==> config.mk <==
export PLATFORM = sky130hd
export DESIGN_NAME = kws_mac_sequencer
export DESIGN_NICKNAME = d
export VERILOG_FILES = /design/src/rtl/kws_mac_pkg.sv /design/src/rtl/kws_operand_fifo.sv /design/src/rtl/kws_mac_sequencer.sv
export SDC_FILE = /design/constraint.sdc
export NUM_CORES = 2
export LEC_CHECK = 0
export ABC_AREA = 1
export CAP_MARGIN = 20
export CORE_MARGIN = 5
export CORE_UTILIZATION = 47
export CTS_BUF_LIST = sky130_fd_sc_hd__clkbuf_2
export DETAILED_ROUTE_END_ITERATION = 8
export GPL_TIMING_DRIVEN = 0
export SYNTH_ARGS = -nofsm -noshare
export SYNTH_HDL_FRONTEND = slang
export SYNTH_SLANG_ARGS = --single-unit
==> constraint.sdc <==
create_clock -name clk -period 26.1 [get_ports clk]
set_input_delay 2.61 -clock clk [delete_from_list [all_inputs] [get_ports clk]]
set_output_delay 2.61 -clock clk [all_outputs]
set_load 0.02 [all_outputs]
==> src/rtl/kws_mac_pkg.sv <==
// Shared types and the 4-lane int8 SIMD MAC arithmetic for the KWS CFU sequencer.
package kws_mac_pkg;

  typedef enum logic [2:0] {
    OP_PUSH_IN  = 3'd0,
    OP_PUSH_FLT = 3'd1,
    OP_RUN      = 3'd2,
    OP_CLR_ACC  = 3'd3,
    OP_FLUSH    = 3'd4,
    OP_SET_OFS  = 3'd5,
    OP_READ_ACC = 3'd6,
    OP_ILLEGAL  = 3'd7
  } op_e;

  typedef enum logic [1:0] {
    ST_IDLE,
    ST_EXEC,
    ST_RESP
  } state_e;

  localparam int LANES  = 4;
  localparam int LANE_W = 8;
  localparam int OFS_W  = 9;
  localparam int SUM_W  = OFS_W + 1;
  localparam int PROD_W = 18;
  localparam int ACC_W  = 32;

  // Offset-corrected input byte times signed filter byte, summed over four lanes.
  function automatic logic signed [ACC_W-1:0] simd_mac4(
    input logic [31:0]              a,
    input logic [31:0]              f,
    input logic signed [OFS_W-1:0]  offset
  );
    logic signed [ACC_W-1:0]  sum;
    logic signed [SUM_W-1:0]  x;
    logic signed [PROD_W-1:0] xe;
    logic signed [PROD_W-1:0] fe;
    logic signed [PROD_W-1:0] prod;
    sum = '0;
    for (int i = 0; i < LANES; i++) begin
      x    = {{(SUM_W-LANE_W){a[LANE_W*i+LANE_W-1]}}, a[LANE_W*i +: LANE_W]}
           + {offset[OFS_W-1], offset};
      xe   = {{(PROD_W-SUM_W){x[SUM_W-1]}}, x};
      fe   = {{(PROD_W-LANE_W){f[LANE_W*i+LANE_W-1]}}, f[LANE_W*i +: LANE_W]};
      prod = xe * fe;
      sum  = sum + {{(ACC_W-PROD_W){prod[PROD_W-1]}}, prod};
    end
    return sum;
  endfunction

endpackage

==> src/rtl/kws_operand_fifo.sv <==
// 32-bit operand FIFO with push/pop/flush and an occupancy count of 0..DEPTH.
module kws_operand_fifo #(
  parameter int DEPTH = 16
) (
  input  logic                   clk,
  input  logic                   reset_n,
  input  logic                   push_i,
  input  logic [31:0]            push_data_i,
  input  logic                   pop_i,
  input  logic                   flush_i,
  output logic [31:0]            pop_data_o,
  output logic [$clog2(DEPTH):0] count_o,
  output logic                   full_o
);

  localparam int AW = $clog2(DEPTH);
  localparam logic [AW:0] FullCount = (AW+1)'(DEPTH);

  logic [31:0]   mem_q [DEPTH];
  logic [AW-1:0] wr_ptr_q, wr_ptr_d;
  logic [AW-1:0] rd_ptr_q, rd_ptr_d;
  logic [AW:0]   count_q, count_d;
  logic          do_push, do_pop;

  assign full_o     = (count_q == FullCount);
  assign do_push    = push_i && !full_o;
  assign do_pop     = pop_i && (count_q != '0);
  assign pop_data_o = mem_q[rd_ptr_q];
  assign count_o    = count_q;

  // Pointers are exactly AW bits wide, so they wrap modulo DEPTH on their own.
  always_comb begin
    wr_ptr_d = wr_ptr_q;
    rd_ptr_d = rd_ptr_q;
    count_d  = count_q;
    if (flush_i) begin
      wr_ptr_d = '0;
      rd_ptr_d = '0;
      count_d  = '0;
    end else begin
      if (do_push) begin
        wr_ptr_d = wr_ptr_q + AW'(1);
        count_d  = count_d + (AW+1)'(1);
      end
      if (do_pop) begin
        rd_ptr_d = rd_ptr_q + AW'(1);
        count_d  = count_d - (AW+1)'(1);
      end
    end
  end

  always_ff @(posedge clk or negedge reset_n) begin
    if (!reset_n) begin
      wr_ptr_q <= '0;
      rd_ptr_q <= '0;
      count_q  <= '0;
    end else begin
      wr_ptr_q <= wr_ptr_d;
      rd_ptr_q <= rd_ptr_d;
      count_q  <= count_d;
    end
  end

  always_ff @(posedge clk) begin
    if (do_push && !flush_i) begin
      mem_q[wr_ptr_q] <= push_data_i;
    end
  end

endmodule

==> src/rtl/kws_mac_sequencer.sv <==
// CFU command sequencer: buffers operand words locally and streams RUN bursts
// through the SIMD MAC, one word pair per cycle.
module kws_mac_sequencer
  import kws_mac_pkg::*;
#(
  parameter int FIFO_DEPTH   = 16,
  parameter int RESET_OFFSET = 128
) (
  input  logic        clk,
  input  logic        reset_n,
  input  logic        cmd_valid,
  output logic        cmd_ready,
  input  logic [9:0]  cmd_payload_function_id,
  input  logic [31:0] cmd_payload_inputs_0,
  input  logic [31:0] cmd_payload_inputs_1,
  output logic        rsp_valid,
  input  logic        rsp_ready,
  output logic        rsp_payload_response_ok,
  output logic [31:0] rsp_payload_outputs_0
);

  localparam int CW = $clog2(FIFO_DEPTH) + 1;
  localparam logic [31:0] DepthWord = 32'(FIFO_DEPTH);

  state_e      state_q, state_d;
  logic [7:0]  cnt_q, cnt_d;
  logic [31:0] acc_q, acc_d;
  logic [8:0]  ofs_q, ofs_d;
  logic [31:0] rsp_data_q, rsp_data_d;
  logic        rsp_ok_q, rsp_ok_d;

  logic          in_push, flt_push, pop_pair, flush_all;
  logic [31:0]   in_data, flt_data;
  logic [CW-1:0] in_count, flt_count;
  logic          in_full, flt_full;
  logic [8:0]    run_n, min_avail;
  logic          run_overrun;
  logic [31:0]   acc_step;
  op_e           op;
  logic          unused_bits;

  assign unused_bits = ^{cmd_payload_function_id[9:3], cmd_payload_inputs_1,
                         cmd_payload_inputs_0[31:9]};

  kws_operand_fifo #(.DEPTH(FIFO_DEPTH)) u_in_fifo (
    .clk         (clk),
    .reset_n     (reset_n),
    .push_i      (in_push),
    .push_data_i (cmd_payload_inputs_0),
    .pop_i       (pop_pair),
    .flush_i     (flush_all),
    .pop_data_o  (in_data),
    .count_o     (in_count),
    .full_o      (in_full)
  );

  kws_operand_fifo #(.DEPTH(FIFO_DEPTH)) u_flt_fifo (
    .clk         (clk),
    .reset_n     (reset_n),
    .push_i      (flt_push),
    .push_data_i (cmd_payload_inputs_0),
    .pop_i       (pop_pair),
    .flush_i     (flush_all),
    .pop_data_o  (flt_data),
    .count_o     (flt_count),
    .full_o      (flt_full)
  );

  assign op          = op_e'(cmd_payload_function_id[2:0]);
  assign run_n       = {1'b0, cmd_payload_inputs_0[7:0]};
  assign min_avail   = (in_count < flt_count) ? 9'(in_count) : 9'(flt_count);
  assign run_overrun = run_n > min_avail;
  assign acc_step    = acc_q + simd_mac4(in_data, flt_data, ofs_q);

  assign rsp_payload_outputs_0   = rsp_data_q;
  assign rsp_payload_response_ok = rsp_ok_q;

  // Every command except a non-empty legal RUN completes in its accept cycle.
  always_comb begin
    state_d    = state_q;
    cnt_d      = cnt_q;
    acc_d      = acc_q;
    ofs_d      = ofs_q;
    rsp_data_d = rsp_data_q;
    rsp_ok_d   = rsp_ok_q;
    in_push    = 1'b0;
    flt_push   = 1'b0;
    pop_pair   = 1'b0;
    flush_all  = 1'b0;
    cmd_ready  = 1'b0;
    rsp_valid  = 1'b0;
    unique case (state_q)
      ST_IDLE: begin
        cmd_ready = 1'b1;
        if (cmd_valid) begin
          state_d    = ST_RESP;
          rsp_ok_d   = 1'b1;
          rsp_data_d = '0;
          case (op)
            OP_PUSH_IN: begin
              if (in_full) begin
                rsp_ok_d   = 1'b0;
                rsp_data_d = DepthWord;
              end else begin
                in_push    = 1'b1;
                rsp_data_d = 32'(in_count) + 32'd1;
              end
            end
            OP_PUSH_FLT: begin
              if (flt_full) begin
                rsp_ok_d   = 1'b0;
                rsp_data_d = DepthWord;
              end else begin
                flt_push   = 1'b1;
                rsp_data_d = 32'(flt_count) + 32'd1;
              end
            end
            OP_RUN: begin
              rsp_data_d = acc_q;
              if (run_overrun) begin
                rsp_ok_d = 1'b0;
              end else if (run_n != 9'd0) begin
                cnt_d   = run_n[7:0];
                state_d = ST_EXEC;
              end
            end
            OP_CLR_ACC: acc_d = '0;
            OP_FLUSH: begin
              flush_all = 1'b1;
              acc_d     = '0;
            end
            OP_SET_OFS:  ofs_d = cmd_payload_inputs_0[8:0];
            OP_READ_ACC: rsp_data_d = acc_q;
            default:     rsp_ok_d = 1'b0;
          endcase
        end
      end
      ST_EXEC: begin
        pop_pair = 1'b1;
        acc_d    = acc_step;
        cnt_d    = cnt_q - 8'd1;
        if (cnt_q == 8'd1) begin
          state_d    = ST_RESP;
          rsp_data_d = acc_step;
          rsp_ok_d   = 1'b1;
        end
      end
      ST_RESP: begin
        rsp_valid = 1'b1;
        if (rsp_ready) begin
          state_d = ST_IDLE;
        end
      end
      default: state_d = ST_IDLE;
    endcase
  end

  always_ff @(posedge clk or negedge reset_n) begin
    if (!reset_n) begin
      state_q    <= ST_IDLE;
      cnt_q      <= '0;
      acc_q      <= '0;
      ofs_q      <= 9'(RESET_OFFSET);
      rsp_data_q <= '0;
      rsp_ok_q   <= 1'b0;
    end else begin
      state_q    <= state_d;
      cnt_q      <= cnt_d;
      acc_q      <= acc_d;
      ofs_q      <= ofs_d;
      rsp_data_q <= rsp_data_d;
      rsp_ok_q   <= rsp_ok_d;
    end
  end

endmodule
Yosys cells after proc, flatten, opt, wreduce, memory -nomap -nowiden
Memories as Yosys holds them, arrays and structs flattened.
Cells that the tools add are included.

word-level totals
  output and inout port bits = 35
  logic and storage cells = 145
  bits in registers = 110
  memories = 2
  input bits = 78
  bits in writable memories = 1024

memories
  name              depth  bits a word  rd ports  clocked after memory_dff  write ports  line                    source
  u_flt_fifo.mem_q  16     32           1         0                         1            kws_operand_fifo.sv:19  logic [31:0] mem_q [DEPTH];
  u_in_fifo.mem_q   16     32           1         0                         1            kws_operand_fifo.sv:19

cells by class
  multiplexer cells = 61
  eq/ne operators = 18
  reductions and logical operators = 27
  $mul = 4
  magnitude comparators = 2
  add/subtract/negate cells = 19

operators by type and width
  operator             number
  $mux 32              4
  $pmux 32 s2          2
  $pmux 32 s3          1
  $mul 10x8->18        4
  $mux 5               9
  $add 8x9->10         4
  $add 32x32->32       1
  $mux 4               8
  $mux 8               4
  $add 20x18->21       1
  $mux 1               21
  $add 19x18->20       1
  $add 18x18->19       1
  $add 4x1->4 const B  4
  $pmux 8 s2           1
  $add 5x1->6 const B  2
  $mux 2               6
  $mux 6               2
  $ne 2x2->1 const B   6
  $reduce_and 3->1     4
  $add 5x1->5 const B  2
  $eq 5x5->1 const B   2
  $reduce_bool 2->1    5
  $reduce_bool 5->1    2
  other kinds (22)     34

Logic depth before layout (Yosys ltp)
  depth in word-level cells = 11
  depth in mapped cells = 56
  gate-level depth less buffers = 54

Cells and area by module
Synthesis repeated with hierarchy kept, for this count alone.

second synthesis, totals
  cell total of the unflattened synthesis = 5838
  area, all modules = 62617.6 sq um

by module, submodules not included
  module             area each (sq um)  cells each  times used  seq. area each (sq um)
  kws_operand_fifo   20908.8            1620        2           15700.1
  kws_mac_sequencer  20799.9            2598        1           2103.3

Least setup slack after synthesis
OpenSTA, ideal clock, no wires.

  path type = register to register
  start = register u_in_fifo.rd_ptr_q[0]
  end = register rsp_data_q[31], in the netlist rsp_payload_outputs_0[31]
  arrival time = 9.979 ns
  period minus slack after synthesis = 10.102 ns
  library setup time = 0.123 ns
  setup slack = 15.998 ns
  buffers on the path = 2
  cell stages (with the launch flop) = 53
  required time = 25.977 ns
  path through = dfrtp_1 -> inv_1 -> clkbuf_1 -> clkbuf_1 -> nor2_1 -> o221ai_1 -> o211ai_1 -> nand2_1 -> ha_1 -> inv_1 -> fa_1 -> o21ai_1 -> a21oi_1 -> o21bai_1 -> a21oi_1 -> o21bai_2 -> xor2_2 -> nor2_1 -> [17 not listed] -> nand2_1 -> nand2_1 -> a21oi_1 -> nand2_1 -> nor2_1 -> inv_1 -> nand2_1 -> nand2_1 -> inv_1 -> ha_1 -> a21oi_1 -> a21boi_0 -> nor2_1 -> a211oi_1 -> nand3_1 -> nand3b_1 -> nand3_1 -> a21oi_1

on the way
  longest elaborated chain between the ends = 9
  elaborated cells between the ends (all ways) = 15
  those cells by class = add/sub (8); mul (4); mux (2); memory (1)

ends and longest elaborated chain
  item                    line                      source
  start, declared         kws_operand_fifo.sv:21    logic [AW-1:0] rd_ptr_q, rd_ptr_d;
  start signal, assigned  kws_operand_fifo.sv:59    rd_ptr_q <= rd_ptr_d;
  $mem_v2 16x32 (*)       -
  $add 8x9->10            kws_mac_pkg.sv:42         + {offset[OFS_W-1], offset};
  $mul 10x8->18           kws_mac_pkg.sv:45         prod = xe * fe;
  $add 18x18->19          kws_mac_pkg.sv:46         sum = sum + {{(ACC_W-PROD_W){prod[PROD_W-1]}}, prod};
  $add 19x18->20          kws_mac_pkg.sv:46
  $add 20x18->21 (*)      kws_mac_pkg.sv:46
  $add 32x32->32 (*)      kws_mac_sequencer.sv:73   assign acc_step = acc_q + simd_mac4(in_data, flt_data, ofs_q);
  $mux 32 (*)             kws_mac_sequencer.sv:142  if (cnt_q == 8'd1) begin
  $pmux 32 s2 (*)         kws_mac_sequencer.sv:92   unique case (state_q)
  end signal, assigned    kws_mac_sequencer.sv:171  rsp_data_q <= rsp_data_d;
  end, declared           kws_mac_sequencer.sv:29   logic [31:0] rsp_data_q, rsp_data_d;

Every way passes the cells marked *; elsewhere a longest branch is shown, timed or not. The select of a mux whose other input is x is not followed.
A chain may end at the register's enable or synchronous reset.

Worst setup path after layout
Same ends and word-level chain as after synthesis.

==> results by group <==
Status
  – Status: complete, no violations

Synth
  – Post-synth ARST share: 9.70%
  – Number of synthesized flops with an enable pin: 1024
  – Synth unique cells: 70
  – Synth Instances: 5488
  – Mean post-synth cell area: 11.3 um^2
  – Ys Warns: 0
  – Synthesized Nets: 6159
  – Sequential fraction of the synthesis area: 54.2%
  – Seq cells post-synth: 1134
  – Cell area after synthesis: 61900 um^2
  – Main flop type after synthesis: edfxtp_1

Drt
  – Via density: 5.73
  – Drt first pass iters: 8
  – Wire per inst: 24.7 um
  – Number of remaining DRC errors: 0
  – Total Wirelength: 194000 um
  – Routed via count: 45000
  – Routed Antenna Nets: 0
  – Iteration-0 DRC Markers: 4790

Worst setup path
  – Reg2Reg Depth: 49
  – Buffer and inverter count on the worst path: 9
  – Max stage delay on crit path: 790 ps
  – Reg-to-reg slack, setup: 12450 ps
  – Critical Path Sink Type: flip-flop
  – Crit-path leading delay family: adder cells
  – Critical path depth: 49
  – Startpoint types: flip-flop
  – Critical Setup Path Class: reg -> reg
  – Worst Path Required: 27510 ps
  – Most used cell, CP: fa_1
  – Critical-path top delay cell: a21oi_1
  – Crit path max fanout: 13
  – Worst R2R Start: u_in_fifo.rd_ptr_q[0]
  – CP arrival: 15050 ps
  – Worst R2R End: rsp_payload_outputs_0[31]

Timing
  – Setup TNS: 0 ps
  – Final setup vio count: 0
  – Crit share post-route: 52.3%
  – Peak Freq: 73.3 MHz
  – Hold Fails Final Rpt: 0
  – Final min period: 13650 ps
  – Final clock skew: 194 ps
  – Pins Over Slew Limit: 0
  – RSZ-0062 raised after global routing: false
  – Slew @ Worst Pin: 1180 ps
  – Relative slew margins: 21.2%

Finish
  – Area grow syn2layout: 10.9%
  – Most used cells in the layout excluding fill and tap cells: edfxtp_1, nand2_1, nor2_1
  – Final #Nets: 6596
  – Commonest non-fill, non-tap cell in the layout: edfxtp_1
  – Fraction of layout cells with a size suffix above 1: 12.2%
  – Finished Layout Cells: 7851

Clocking
  – Hold buffers post-CTS: 0
  – Post-CTS sizing: 0
  – Root buffer cell: clkbuf_2
  – Setup Fix Bufs, Post-CTS: 0
  – Clock tree buffer depth: 4
  – H-tree depth: 5
  – Clock latency at the later pin of the worst-skew pair: 1690 ps
  – Clk sink count: 1134
  – CTS tree: yes
  – TritonCTS Buffers: 307
  – CTS clock-pin slew for the worst setup and hold paths: 100 ps

Die
  – Die area: 139000 um^2
  – Die Height: 373 um
  – # rows: 133
  – Core area: 131000 um^2
  – Die Span X: 373 um
  – Starting Density: 47.2%
  – Number of I/O pins: 113

Hold path
  – Hold Path Origin: acc_q[6]
  – Worst Hold Endpoint: acc_q[6]
  – Worst hold stages: 2
  – Worst hold path type: reg -> reg

Global route
  – Met1 GRT Util: 38.0%
  – GR Util met2: 44.2%
  – GR Util met3: 5.33%
  – Most Crowded Layer GR: met2
  – Overflow after GRT: 0
  – Vias in the first global route: 45400
  – Largest net degree at the start of global routing: 76
  – Initial antenna violation count: 3
  – All-Layer GR Usage: 27.6%
  – First-pass GRT wire length: 287000 um

Placed design
  – GP Congestion: 0.933
  – Port Buffers: 72
  – Detailed Place HPWL: 139000 um
  – Inst Count DP: 7371

Flow run
  – Total of max-cap violations: 0
## worst reg2reg max path, delay by kind of cell (launching register included)
family	cells	cell delay, ps
AOI/OAI and AO/OA	13	2840
adders and majority gates	11	5550
buffers and inverters	9	2230
DFF	1	600
and+or+nand+nor	16	2180
## metal layers
layer | share of wire (%) | up-vias | wire length [um]
li1 | - | 19900 | -
met1 | 41 | 22300 | 79100
met2 | 46 | 2349 | 90200
met3 | 9.7 | 372 | 18800
met4 | 3.2 | 0 | 6140
met5 | 0 | - | 0
## per-stage QoR
stage,utilization [%],cell area [um^2],worst slack [ps],hold slack (ps)
after CTS,52.3,68600,12600,527
after global routing,52.3,68600,11870,553
after global placement,49.4,64800,12750,496
final,52.3,68600,12450,525
after detailed placement,50.5,66200,12770,505
after floorplan,-,61900,16000,470
## logic make-up after synthesis
family	count (synthesis)	synth area share [%]
adders and majority gates	593	16.7
DFF	1134	54.2
AOI/OAI and AO/OA	1121	11.1
buffers and inverters	920	6.11
and+or+nand+nor	1657	10.9
muxes	3	0.0546
xor gates and xnor gates	60	0.910
## cell usage after synthesis (4+ instances only)
cell	instances	area [um^2]
a32o_1	5	50.1
a31oi_1	11	68.8
clkbuf_1	128	480
buf_4	21	158
nand2_1	716	2690
clkinv_1	4	15.0
o22ai_1	42	263
or3_1	17	106
nor2_4	5	56.3
inv_2	30	113
a221oi_1	72	631
a211oi_1	4	30.0
o211ai_1	48	360
o21a_1	11	82.6
nand3_1	131	656
o21bai_1	16	120
and3_1	4	25.0
a311o_1	20	200
o21ai_1	15	75.1
o21ai_2	9	78.8
xnor2_1	21	184
inv_1	648	2430
o21ai_0	374	1870
a21oi_1	346	1730
edfxtp_1	1024	30700
fa_1	386	7730
buf_6	19	214
nand2_4	4	45.0
buf_1	6	22.5
buf_2	55	275
nand3b_1	7	52.6
a21o_1	10	75.1
nor4_1	4	25.0
xor2_1	34	298
dfrtp_1	109	2730
nor2_1	692	2600
nor3_1	18	90.1
nand2_2	26	163
nand4_1	18	113
xor2_2	5	81.3
o221ai_1	115	1010
ha_1	207	2590
## how the worst max path moves through the flow
stage,start,to,slack (ps)
floorplan,u_in_fifo.rd_ptr_q[0],rsp_payload_outputs_0[31],16000
global placement,u_in_fifo.rd_ptr_q[0],rsp_payload_outputs_0[31],12750
detailed placement,u_in_fifo.rd_ptr_q[0],rsp_payload_outputs_0[31],12770
CTS,u_in_fifo.rd_ptr_q[0],rsp_payload_outputs_0[31],12600
global route,u_in_fifo.rd_ptr_q[0],rsp_payload_outputs_0[31],11870
finish,u_in_fifo.rd_ptr_q[0],rsp_payload_outputs_0[31],12450
## registers in the layout (all words and copies together), names as in the netlist
register,cells
u_flt_fifo.count_o,5
cnt_q,8
u_flt_fifo.wr_ptr_q,4
u_flt_fifo.rd_ptr_q,4
u_flt_fifo.mem_q,512
rsp_payload_outputs_0,32
u_in_fifo.wr_ptr_q,4
rsp_payload_response_ok,1
u_in_fifo.mem_q,512
u_in_fifo.count_o,5
state_q,2
acc_q,32
ofs_q,9
u_in_fifo.rd_ptr_q,4
## cell type report
| class | instances | area, um^2 |
|---|---|---|
| Buffer | 233 | 1190 |
| Antenna cell | 1 | 2.50 |
| Clock buffer | 422 | 2110 |
| Tap cell | 1755 | 2200 |
| Inverter | 687 | 2590 |
| Fill cell | 11800 | 62500 |
| Timing Repair Buffer | 128 | 1930 |
| Clock inverter | 57 | 250 |
| Multi-Input combinational cell | 3434 | 24800 |
| Sequential cell | 1134 | 33500 |
Power is left out: the tool's default activity adds up to more than one toggle a clock period on the data nets, which glitch-free logic cannot reach.
